File: src/rtl/booth_mul_seq.sv
// booth_mul_seq: sequential signed WIDTH x WIDTH radix-4 Booth multiplier, {HI,LO} product
// Two guard bits on A and M keep the +/-2M step exact even for M = -2^(WIDTH-1).
module booth_mul_seq #(
    parameter int WIDTH = 32
) (
    input  logic                 clock,
    input  logic                 clear_n,
    input  logic                 start,
    input  logic [WIDTH-1:0]     multiplicand,
    input  logic [WIDTH-1:0]     multiplier,
    output logic                 busy,
    output logic                 done,
    output logic [2*WIDTH-1:0]   product
);
    localparam int AW = WIDTH + 2;
    localparam int CW = $clog2(WIDTH / 2) > 0 ? $clog2(WIDTH / 2) : 1;

    typedef enum logic [1:0] {IDLE, RUN, FIN} state_t;

    state_t             state_q, state_d;
    logic [AW-1:0]      m_q, m_d, a_q, a_d, addend, a_sum;
    logic [WIDTH-1:0]   q_q, q_d;
    logic               qm1_q, qm1_d;
    logic [CW-1:0]      cnt_q, cnt_d;
    logic [2*WIDTH-1:0] prod_q, prod_d;

    always_comb begin
        case ({q_q[1:0], qm1_q})
            3'b001, 3'b010: addend = m_q;
            3'b011:         addend = m_q << 1;
            3'b100:         addend = -(m_q << 1);
            3'b101, 3'b110: addend = -m_q;
            default:        addend = '0;
        endcase
        a_sum   = a_q + addend;
        state_d = state_q;
        m_d     = m_q;
        a_d     = a_q;
        q_d     = q_q;
        qm1_d   = qm1_q;
        cnt_d   = cnt_q;
        prod_d  = prod_q;
        case (state_q)
            IDLE: if (start) begin
                m_d     = {{2{multiplicand[WIDTH-1]}}, multiplicand};
                a_d     = '0;
                q_d     = multiplier;
                qm1_d   = 1'b0;
                cnt_d   = '0;
                state_d = RUN;
            end
            RUN: begin
                a_d   = {{2{a_sum[AW-1]}}, a_sum[AW-1:2]};
                q_d   = {a_sum[1:0], q_q[WIDTH-1:2]};
                qm1_d = q_q[1];
                cnt_d = cnt_q + CW'(1);
                if (cnt_q == CW'(WIDTH / 2 - 1)) begin
                    state_d = FIN;
                    prod_d  = {a_d[WIDTH-1:0], q_d};
                end
            end
            default: state_d = IDLE;
        endcase
    end

    always_ff @(posedge clock or negedge clear_n) begin
        if (!clear_n) begin
            state_q <= IDLE;
            m_q     <= '0;
            a_q     <= '0;
            q_q     <= '0;
            qm1_q   <= 1'b0;
            cnt_q   <= '0;
            prod_q  <= '0;
        end else begin
            state_q <= state_d;
            m_q     <= m_d;
            a_q     <= a_d;
            q_q     <= q_d;
            qm1_q   <= qm1_d;
            cnt_q   <= cnt_d;
            prod_q  <= prod_d;
        end
    end

    assign busy    = state_q != IDLE;
    assign done    = state_q == FIN;
    assign product = prod_q;
endmodule

File: config.mk
export PLATFORM = sky130hd
export DESIGN_NAME = booth_mul_seq
export DESIGN_NICKNAME = d
export VERILOG_FILES = /design/src/rtl/booth_mul_seq.sv
export SDC_FILE = /design/constraint.sdc
export NUM_CORES = 1
export LEC_CHECK = 0
export CORE_ASPECT_RATIO = 0.5
export CORE_MARGIN = 2
export CORE_UTILIZATION = 55
export DETAILED_ROUTE_END_ITERATION = 8
export DONT_BUFFER_PORTS = 1
export PLACE_DENSITY = 0.76
export SLEW_MARGIN = 20
export SYNTH_ARGS = -nofsm -noshare
export SYNTH_HDL_FRONTEND = slang
export SYNTH_SLANG_ARGS = --single-unit
File: constraint.sdc
create_clock -name clock -period 6.4 [get_ports clock]
set_input_delay 1.28 -clock clock [delete_from_list [all_inputs] [get_ports clock]]
set_output_delay 1.28 -clock clock [all_outputs]
set_load 0.02 [all_outputs]
; ---- Word-level counts from Yosys, hierarchy flattened
; Cells that the tools add are included.
[totals]
regBits = 169
latch_bits = 0
mem_bits_rw = 0
mem_bits_ro = 0
input_bits = 67
output_inout_bits = 66
word_cells = 43
mem_count = 0
[op_classes]
n_addsub = 4
mul = 0
div = 0
n_lt_le_gt_ge = 0
eq_ne = 11
shift = 0
n_mux = 12
bitwise = 0
n_reduce_logical = 9
[op_table]
columns = cell, count
row1 = case mux 34 bit (4 select lines), 1
row2 = negation 34 bit, 2
row3 = case mux 34 bit (2 select lines), 1
row4 = case mux 32 bit (2 select lines), 1
row5 = adder 34 bit, 1
row6 = 2-to-1 mux 34 bit, 1
row7 = 2-to-1 mux 32 bit, 1
row8 = == test 3 bit (second input constant), 3
row9 = case mux 4 bit (2 select lines), 1
row10 = AND reduction 2 bit, 4
row11 = == test 3 x 2 -> 1 bit (second input constant), 2
row12 = adder 4 x 1 -> 4 bit (second input constant), 1
row13 = == test 4 bit (second input constant), 1
row14 = 2-to-1 mux 2 bit, 2
row15 = 2-to-1 mux 4 bit, 1
row16 = != test 2 bit (second input constant), 2
row17 = case mux 2 bit (2 select lines), 1
row18 = nonzero test 2 bit, 2
row19 = OR reduction 2 bit, 2
row20 = == test 3 x 1 -> 1 bit (second input constant), 1
row21 = == test 2 x 1 -> 1 bit (second input constant), 1
row22 = == test 2 bit (second input constant), 1
row23 = logical NOT 2 bit, 1
row24 = case mux 1 bit (2 select lines), 1
row25 = 2-to-1 mux 1 bit, 1

; ---- Depth between registers and ports, before layout
; Gate-level depths: netlist of the first run.
[logic_depth]
depth_word = 5
depth_mapped = 19
mapped_depth_nobuf = 19

; ---- Worst setup path before layout of the first run
; No wires, ideal clock.
[synth_path]
kind = reg2reg
startpoint = register m_q[2]
endpoint = register a_q[30]
setup_ns = 0.134
t_arrival_ns = 4.036
required_time_ns = 6.266
slack_ns = 2.230
path_stages_with_launch = 19
n_path_buf = 1
synth_period_minus_slack_ns = 4.170
path_cell_list = dfrtp_1 buf_6 or4_4 nor2_1 nand3_1 o21ai_0 xnor2_1 a22oi_1 nor2_1 a221o_1 ha_1 a21o_1 a21o_1 a221o_1 a31o_2 a221oi_1 o21ai_0 xnor2_1 o21ai_0
[synth_via]
elab_chain_cells = 4
word_cells_on_any_way = 5
cone_classes = add/sub: 3 / mux: 2
[synth_lines]
columns = item, line
row1 = from (decl), 21  ; logic [AW-1:0] m_q, m_d, a_q, a_d, addend, a_sum;
row2 = from (signal assigned), 77  ; m_q <= m_d;
row3 = negation 34 bit (on tied branches), "32, 31"
row4 = case mux 34 bit (4 select lines) (*), 28  ; case ({q_q[1:0], qm1_q})
row5 = adder 34 bit (*), 35  ; a_sum = a_q + addend;
row6 = case mux 34 bit (2 select lines) (*), 43  ; case (state_q)
row7 = to (signal assigned), 70  ; a_q <= '0;
row8 = to (signal assigned), 78  ; a_q <= a_d;
row9 = to (decl), 21
; Every way passes the cells marked *; elsewhere a longest branch is shown, timed or not.
; A chain may end at the register's enable or synchronous reset.

; ---- Final worst setup path of the first run
[layout_path]
startpoint = register m_q[0]
endpoint = register prod_q[63], in the netlist product[63]
[layout_via]
elab_chain_cells = 3
word_cells_on_any_way = 4
cone_classes = add/sub: 3 / mux: 1
[layout_lines]
columns = item, line
row1 = negation 34 bit (on tied branches), "32, 31"
row2 = case mux 34 bit (4 select lines) (*), 28
row3 = adder 34 bit (*), 35
row4 = to (signal assigned), 82  ; prod_q <= prod_d;
row5 = to (decl), 25  ; logic [2*WIDTH-1:0] prod_q, prod_d;
; Marked as above.

==> results of run 1 <==
==> per-layer routing <==
layer	GRT usage [%]	up-vias	share of wire, %
met5	0	-	0
li1	-	4169	-
met3	9.020	45	9.2
met4	9.467	0	2.2
met1	41.46	4234	46
met2	41.42	348	42
==> worst max-delay path: stages (launching register included) <==
cell      delay [ns]
dfrtp_1         0.43
inv_1           0.10
ha_1            0.24
nor4b_2         0.45
nand3_1         0.35
or3_4           0.52
o21ai_0         0.25
xnor2_1         0.13
a221oi_1        0.35
a31oi_1         0.09
ha_1            0.38
a21o_1          0.23
a21o_1          0.17
a21o_1          0.20
a211oi_1        0.35
a21oi_1         0.17
nor4_1          0.35
a211oi_2        0.05
==> final cells by class <==
class	instances	area, um^2
diodes	1	2.502
clock inverters	15	151.4
multi-input cells	965	5439
repair buffers	10	95.09
flip-flops and latches	167	4179
fillers	1559	6928
clock buffers	17	425.4
inverters	15	56.30
well taps	234	292.8
==> through the flow <==
stage                     cell area (um^2)  std cells  worst slack, ns  util (%)  hold slack [ns]
after floorplan                       9968       1225            2.230         -           0.4577
after global placement               10030       1390            1.597     57.10           0.4752
after detailed placement             10030       1390            1.562     57.10           0.4806
after CTS                            10610       1422            1.454     60.38           0.5044
after global routing                 10640       1424            1.194     60.57           0.5105
final                                10640       1424            1.465     60.57           0.5069
==> registers in the layout, indices dropped and copies added, names as in the netlist <==
name and cells:
qm1_q 1, product 64, m_q 32, a_q 32, q_q 32, cnt_q 4, state_q 2
==> cells in the final DEF (no fill, tap or decap), types with 5 or more instances in the layout <==
master,instances
a211oi_1,5
a21boi_0,5
a21o_1,27
a21oi_1,45
a221o_1,5
a221oi_1,11
a22oi_1,11
a31oi_1,8
and2_1,5
and3_1,7
buf_4,9
clkbuf_16,17
dfrtp_1,167
ha_1,35
inv_1,14
inv_8,5
nand2_1,298
nand2b_1,8
nand3_1,47
nand4_1,10
nor2_1,112
nor2b_1,7
nor3_1,18
nor4_1,5
o21a_1,5
o21ai_0,114
o22ai_1,33
o311ai_0,7
o31ai_1,6
or2_2,6
or3_1,6
or4_1,6
xnor2_1,44
xor2_1,20
==> worst paths after layout <==
path | end | slack (ns) | cells after the start
worst min register to register | product[14] | 0.51 | 2
worst max-delay path | product[63] | 1.47 | 17
max in group asynchronous | m_q[18] | 5.65 | 0
min in group asynchronous | product[22] | 0.53 | 0
worst min-delay path | product[14] | 0.51 | 2
worst max register to register | product[63] | 1.47 | 17
==> kinds of logic (layout without fill, tap and decap cells) <==
logic type / count (synthesis) / count (layout)
simple gates: 558 / 558
compound gates: 302 / 302
flops: 167 / 167
buf+inv: 93 / 57
xor+xnor: 66 / 66
fa+ha+maj: 36 / 36
mux: 3 / 3
other cells: 0 / 1
==> impl_metrics.tcl, run 1 <==
set metrics [dict create \
    syn_nets 1328 \
    syn2layout_area_growth_pct 6.753 \
    vias_per_cell 6.177 \
    timing.setup.tns_ns 0 \
    drc 6 \
    status "complete, but fails checks" \
    postCtsSetupBuffers 0 \
    row_count 34 \
    hold_class "reg2reg" \
    cts_resized 0 \
    synth.distinct_cells 69 \
    wl_per_cell_um 19.06 \
    dp_hpwl_um 18270 \
    grt_pass1_wl_um 44430 \
    fin_skew_ns 0.01333 \
    worstMarginPinSlew_ns 1.070 \
    die_h_um 99.20 \
    num_vias 8796 \
    dr.pass1.iters 7 \
    post-synth-top-area-cell "dfrtp_1" \
    crit_type "reg2reg" \
    htreeDepth 4 \
    critPathMaxFanout 8 \
    synth_top_family_by_area "simple AND/OR/NAND/NOR gates" \
    drt_iter0_drc 830 \
    slew_violations 0 \
    clk_latency_ns 0.44 \
    portBuffers 0 \
    gp_congestion 0.9685 \
    startpoint_type "flop" \
    synth_area_leaders "dfrtp_1, nand2_1, o21ai_0" \
    hold_viol 0 \
    cts_hold_buf 0 \
    synth_edf_count 0 \
    violations "design-rule violations" \
    cts_tree "built" \
    grt-ovfl-total 0 \
    setup_viol 0 \
    hold_path.startpoint "q_q[16]" \
    start_util_pct 56.74 \
    fmax_mhz 202.6 \
    synth_compound_area_share_pct 18.92 \
    cts_sinks 167 \
    synth.mux.area_fraction_pct 0.3012 \
    synth_area_um2 9968 \
    ioPinCount 133 \
    synthAdderAreaFrac_pct 4.594 \
    ant_nets 0 \
    clockBufferDepth 2 \
    rsz0062_at_grt "false" \
    finalCritPeriodShare_pct 77.11 \
    synthTopCellsByCount "nand2_1, dfrtp_1, o21ai_0, nor2_1, clkbuf_1" \
    synth_xor_area_share_pct 5.874 \
    yosys_register_bits 167 \
    synthCells 1225 \
    antenna_found_initial 1 \
    grt_usage_pct 28.82 \
    grt_pass1_vias 8458 \
    drive_gt1_share_pct 5.719 \
    grt_max_degree 168 \
    worstPathRequired_ns 6.71 \
    fp.dieArea_um2 19280 \
    crit_path_end_kind "flop" \
    drv_cap 0 \
    fin_nets 1279 \
    totalWireLength_um 27140 \
    ys_warn_count 0 \
    r2r_start "m_q[0]" \
    async_flop_share_pct 100.0 \
    core_area_um2 17570 \
    syn_area_per_cell_um2 8.137 \
    critPathLaunch "m_q[0]" \
    cts_buffers 17 \
    clock-root-buffer "clkbuf_16" \
    synth_top_area_share_pct 41.92 \
    clk_pin_slew_ns 0.08 \
    synth_most_common_cell "nand2_1" \
    yosys.area_share.simple_pct 24.65 \
    crit_arrival_ns 5.25 \
    max-slew-margin-rel_pct 28.64 \
    ys_seq_area_share_pct 41.92 \
    period_needed_ns 4.935 \
    die_w_um 194.4 \
    synth_ff_type "dfrtp_1" \
]
Power of run 1 is not shown: default switching activity piles up to over one toggle a cycle in this logic, so the estimate is an artifact.
==> run 2: changes to the inputs <==
--- a/config.mk
+++ b/config.mk
@@ -5,6 +5,7 @@
 export SDC_FILE = /design/constraint.sdc
 export NUM_CORES = 1
 export LEC_CHECK = 0
+export ABC_AREA = 1
 export CORE_ASPECT_RATIO = 0.5
 export CORE_MARGIN = 2
 export CORE_UTILIZATION = 55
==> constraint.sdc (replaced) <==
create_clock -name clock -period 4.9 [get_ports clock]
set_input_delay 0.98 -clock clock [delete_from_list [all_inputs] [get_ports clock]]
set_output_delay 0.98 -clock clock [all_outputs]
set_load 0.02 [all_outputs]
==> impl_metrics.tcl, run 2 <==
set metrics [dict create \
    wl_per_cell_um 17.78 \
    worstPathRequired_ns 5.22 \
    synth_most_common_cell "nand2_1" \
    final_common_cell "nand2_1" \
    syn2layout_area_growth_pct 7.522 \
    postCtsSetupBuffers 0 \
    die_w_um 196.1 \
    synthCells 1390 \
    synth_edf_count 0 \
    portBuffers 0 \
    grt_usage_pct 30.52 \
    cts_sinks 167 \
    crit_type "reg2reg" \
    startpoint_type "flop" \
    fp.dieArea_um2 19620 \
    clk_latency_ns 0.44 \
    synth_ff_type "dfrtp_1" \
    largest_reg_flops 64 \
    most-common-layout-cells "nand2_1, dfrtp_1, inv_1" \
    synth_top_area_share_pct 41.19 \
    hold_class "in2async" \
    async_flop_share_pct 100.0 \
    start_util_pct 55.69 \
    period_needed_ns 4.002 \
    post_dp_cell_area_um2 10330 \
    cts_buffers 17 \
    dr.pass1.iters 6 \
    synthTopCellsByCount "nand2_1, dfrtp_1, inv_1, o21ai_0, nor2_1" \
    cts_tree "built" \
    cpPeakStageDelay_ns 0.58 \
    cts_resized 0 \
    synth_area_leaders "dfrtp_1, nand2_1, o21ai_0" \
    worstMarginPinSlew_ns 0.9780 \
    post-synth-top-area-cell "dfrtp_1" \
    setup_viol 0 \
    fin_skew_ns 0.01707 \
    max-slew-margin-rel_pct 34.73 \
    critPathMaxFanout 5 \
    crit_family "simple AND/OR/NAND/NOR gates" \
    critical_path_depth 21 \
    worstSetupEndpoint "product[55]" \
    grt_max_degree 168 \
    ioPinCount 133 \
    cts_hold_buf 0 \
    timing.setup.tns_ns 0 \
    slew_violations 0 \
    num_vias 9337 \
    crit_path_end_kind "flop" \
    hold_viol 0 \
    r2r_slack_ns 0.90 \
    ys_seq_area_share_pct 41.19 \
    holdWs_ns 0.2228 \
    status "finished clean" \
    critPathLaunch "m_q[0]" \
    antenna_found_initial 0 \
    clock-root-buffer "clkbuf_16" \
    totalWireLength_um 28860 \
    drive_gt1_share_pct 5.351 \
    r2r_start "m_q[0]" \
    drt_iter0_drc 854 \
    fmax_mhz 249.9 \
    crit_arrival_ns 4.32 \
    syn_nets 1493 \
    r2r-end "product[55]" \
    ant_nets 0 \
    die_h_um 100.0 \
    core_area_um2 18220 \
    rsz0062_at_grt "false" \
    row_count 35 \
    path_buf_inv 4 \
    vias_per_cell 5.753 \
    fin_nets 1474 \
    drc 0 \
    synth_area_um2 10150 \
    drv_cap 0 \
    clk_pin_slew_ns 0.08 \
    ys_warn_count 0 \
    cp_slowest_cell "o21ai_0" \
    grt-ovfl-total 0 \
    clockBufferDepth 2 \
    yosys_register_bits 167 \
    syn_area_per_cell_um2 7.299 \
    path_cells "inv_1 > ha_1 > inv_1 > nor3_1 > nand3_1 > xor2_1 > inv_1 > nand2_1 > o21ai_0 > a21oi_1 > o21ai_0 > ha_1 > nand2_1 > nor2_1 > inv_1 > o21ai_0 > nand4_1 > nand3_1 > nand2_1 > nand3_1 > nand2_1" \
    gp_congestion 0.9364 \
    n_antenna_cell 0 \
    htreeDepth 4 \
    grt_pass1_wl_um 46680 \
    synth.distinct_cells 47 \
    final_cell_area_um2 10910 \
    reg2reg_depth 21 \
    grt_pass1_vias 8925 \
    dp_hpwl_um 21150 \
    finalCritPeriodShare_pct 81.68 \
]
-- run 2: cell types whose count changed in the layout (fill, tap and decap cells not counted), moves of 24 or more --
cell     before  now
a21oi_1      45   77
nand3_1      47   96
xnor2_1      44   10
a21o_1       27    3
inv_1        14  144
nand2_1     298  425
-- run 2: area by class of cell --
| type | count | area (um^2) |
|---|---|---|
| Tap cell | 240 | 300.3 |
| Multi-Input combinational cell | 1027 | 5221 |
| Fill cell | 1729 | 7308 |
| Clock buffer | 17 | 425.4 |
| Inverter | 149 | 559.3 |
| Sequential cell | 167 | 4179 |
| Clock inverter | 14 | 156.4 |
| Timing Repair Buffer | 9 | 67.56 |
-- run 2: per-stage QoR --
stage / instances / utilization [%] / setup WS (ns)
floorplan: 1390 / - / 1.875
global placement: 1592 / 56.69 / 1.084
detailed placement: 1592 / 56.69 / 0.9856
CTS: 1623 / 59.88 / 0.9674
global route: 1623 / 59.88 / 0.5072
finish: 1623 / 59.88 / 0.8976
-- run 2: logic make-up after synthesis --
group	count (synthesis)	share of synthesized area, %
and+or+nand+nor	697	29.66
AOI/OAI and AO/OA	263	14.44
adders and majority gates	36	4.514
buffers and inverters	196	7.522
xor gates and xnor gates	31	2.676
DFF	167	41.19
-- run 2: how the worst min path moves through the flow --
| stage | to | slack (ns) | depth (start not counted) |
|---|---|---|---|
| floorplan | a_q[15] | 0.46 | 2 |
| global placement | a_q[14] | 0.47 | 2 |
| detailed placement | a_q[20] | 0.48 | 2 |
| CTS | q_q[8] | 0.21 | 0 |
| global route | q_q[8] | 0.20 | 0 |
| finish | q_q[8] | 0.22 | 0 |
-- run 2: per-layer routing --
metal | up-vias | global-route usage, % | share of wire (%)
li1 | 4540 | - | -
met1 | 4422 | 43.21 | 47
met2 | 341 | 45.17 | 41
met3 | 34 | 9.745 | 9.4
met4 | 0 | 8.683 | 2.0
met5 | - | 0 | 0
Power of run 2 is left out for the same reason.
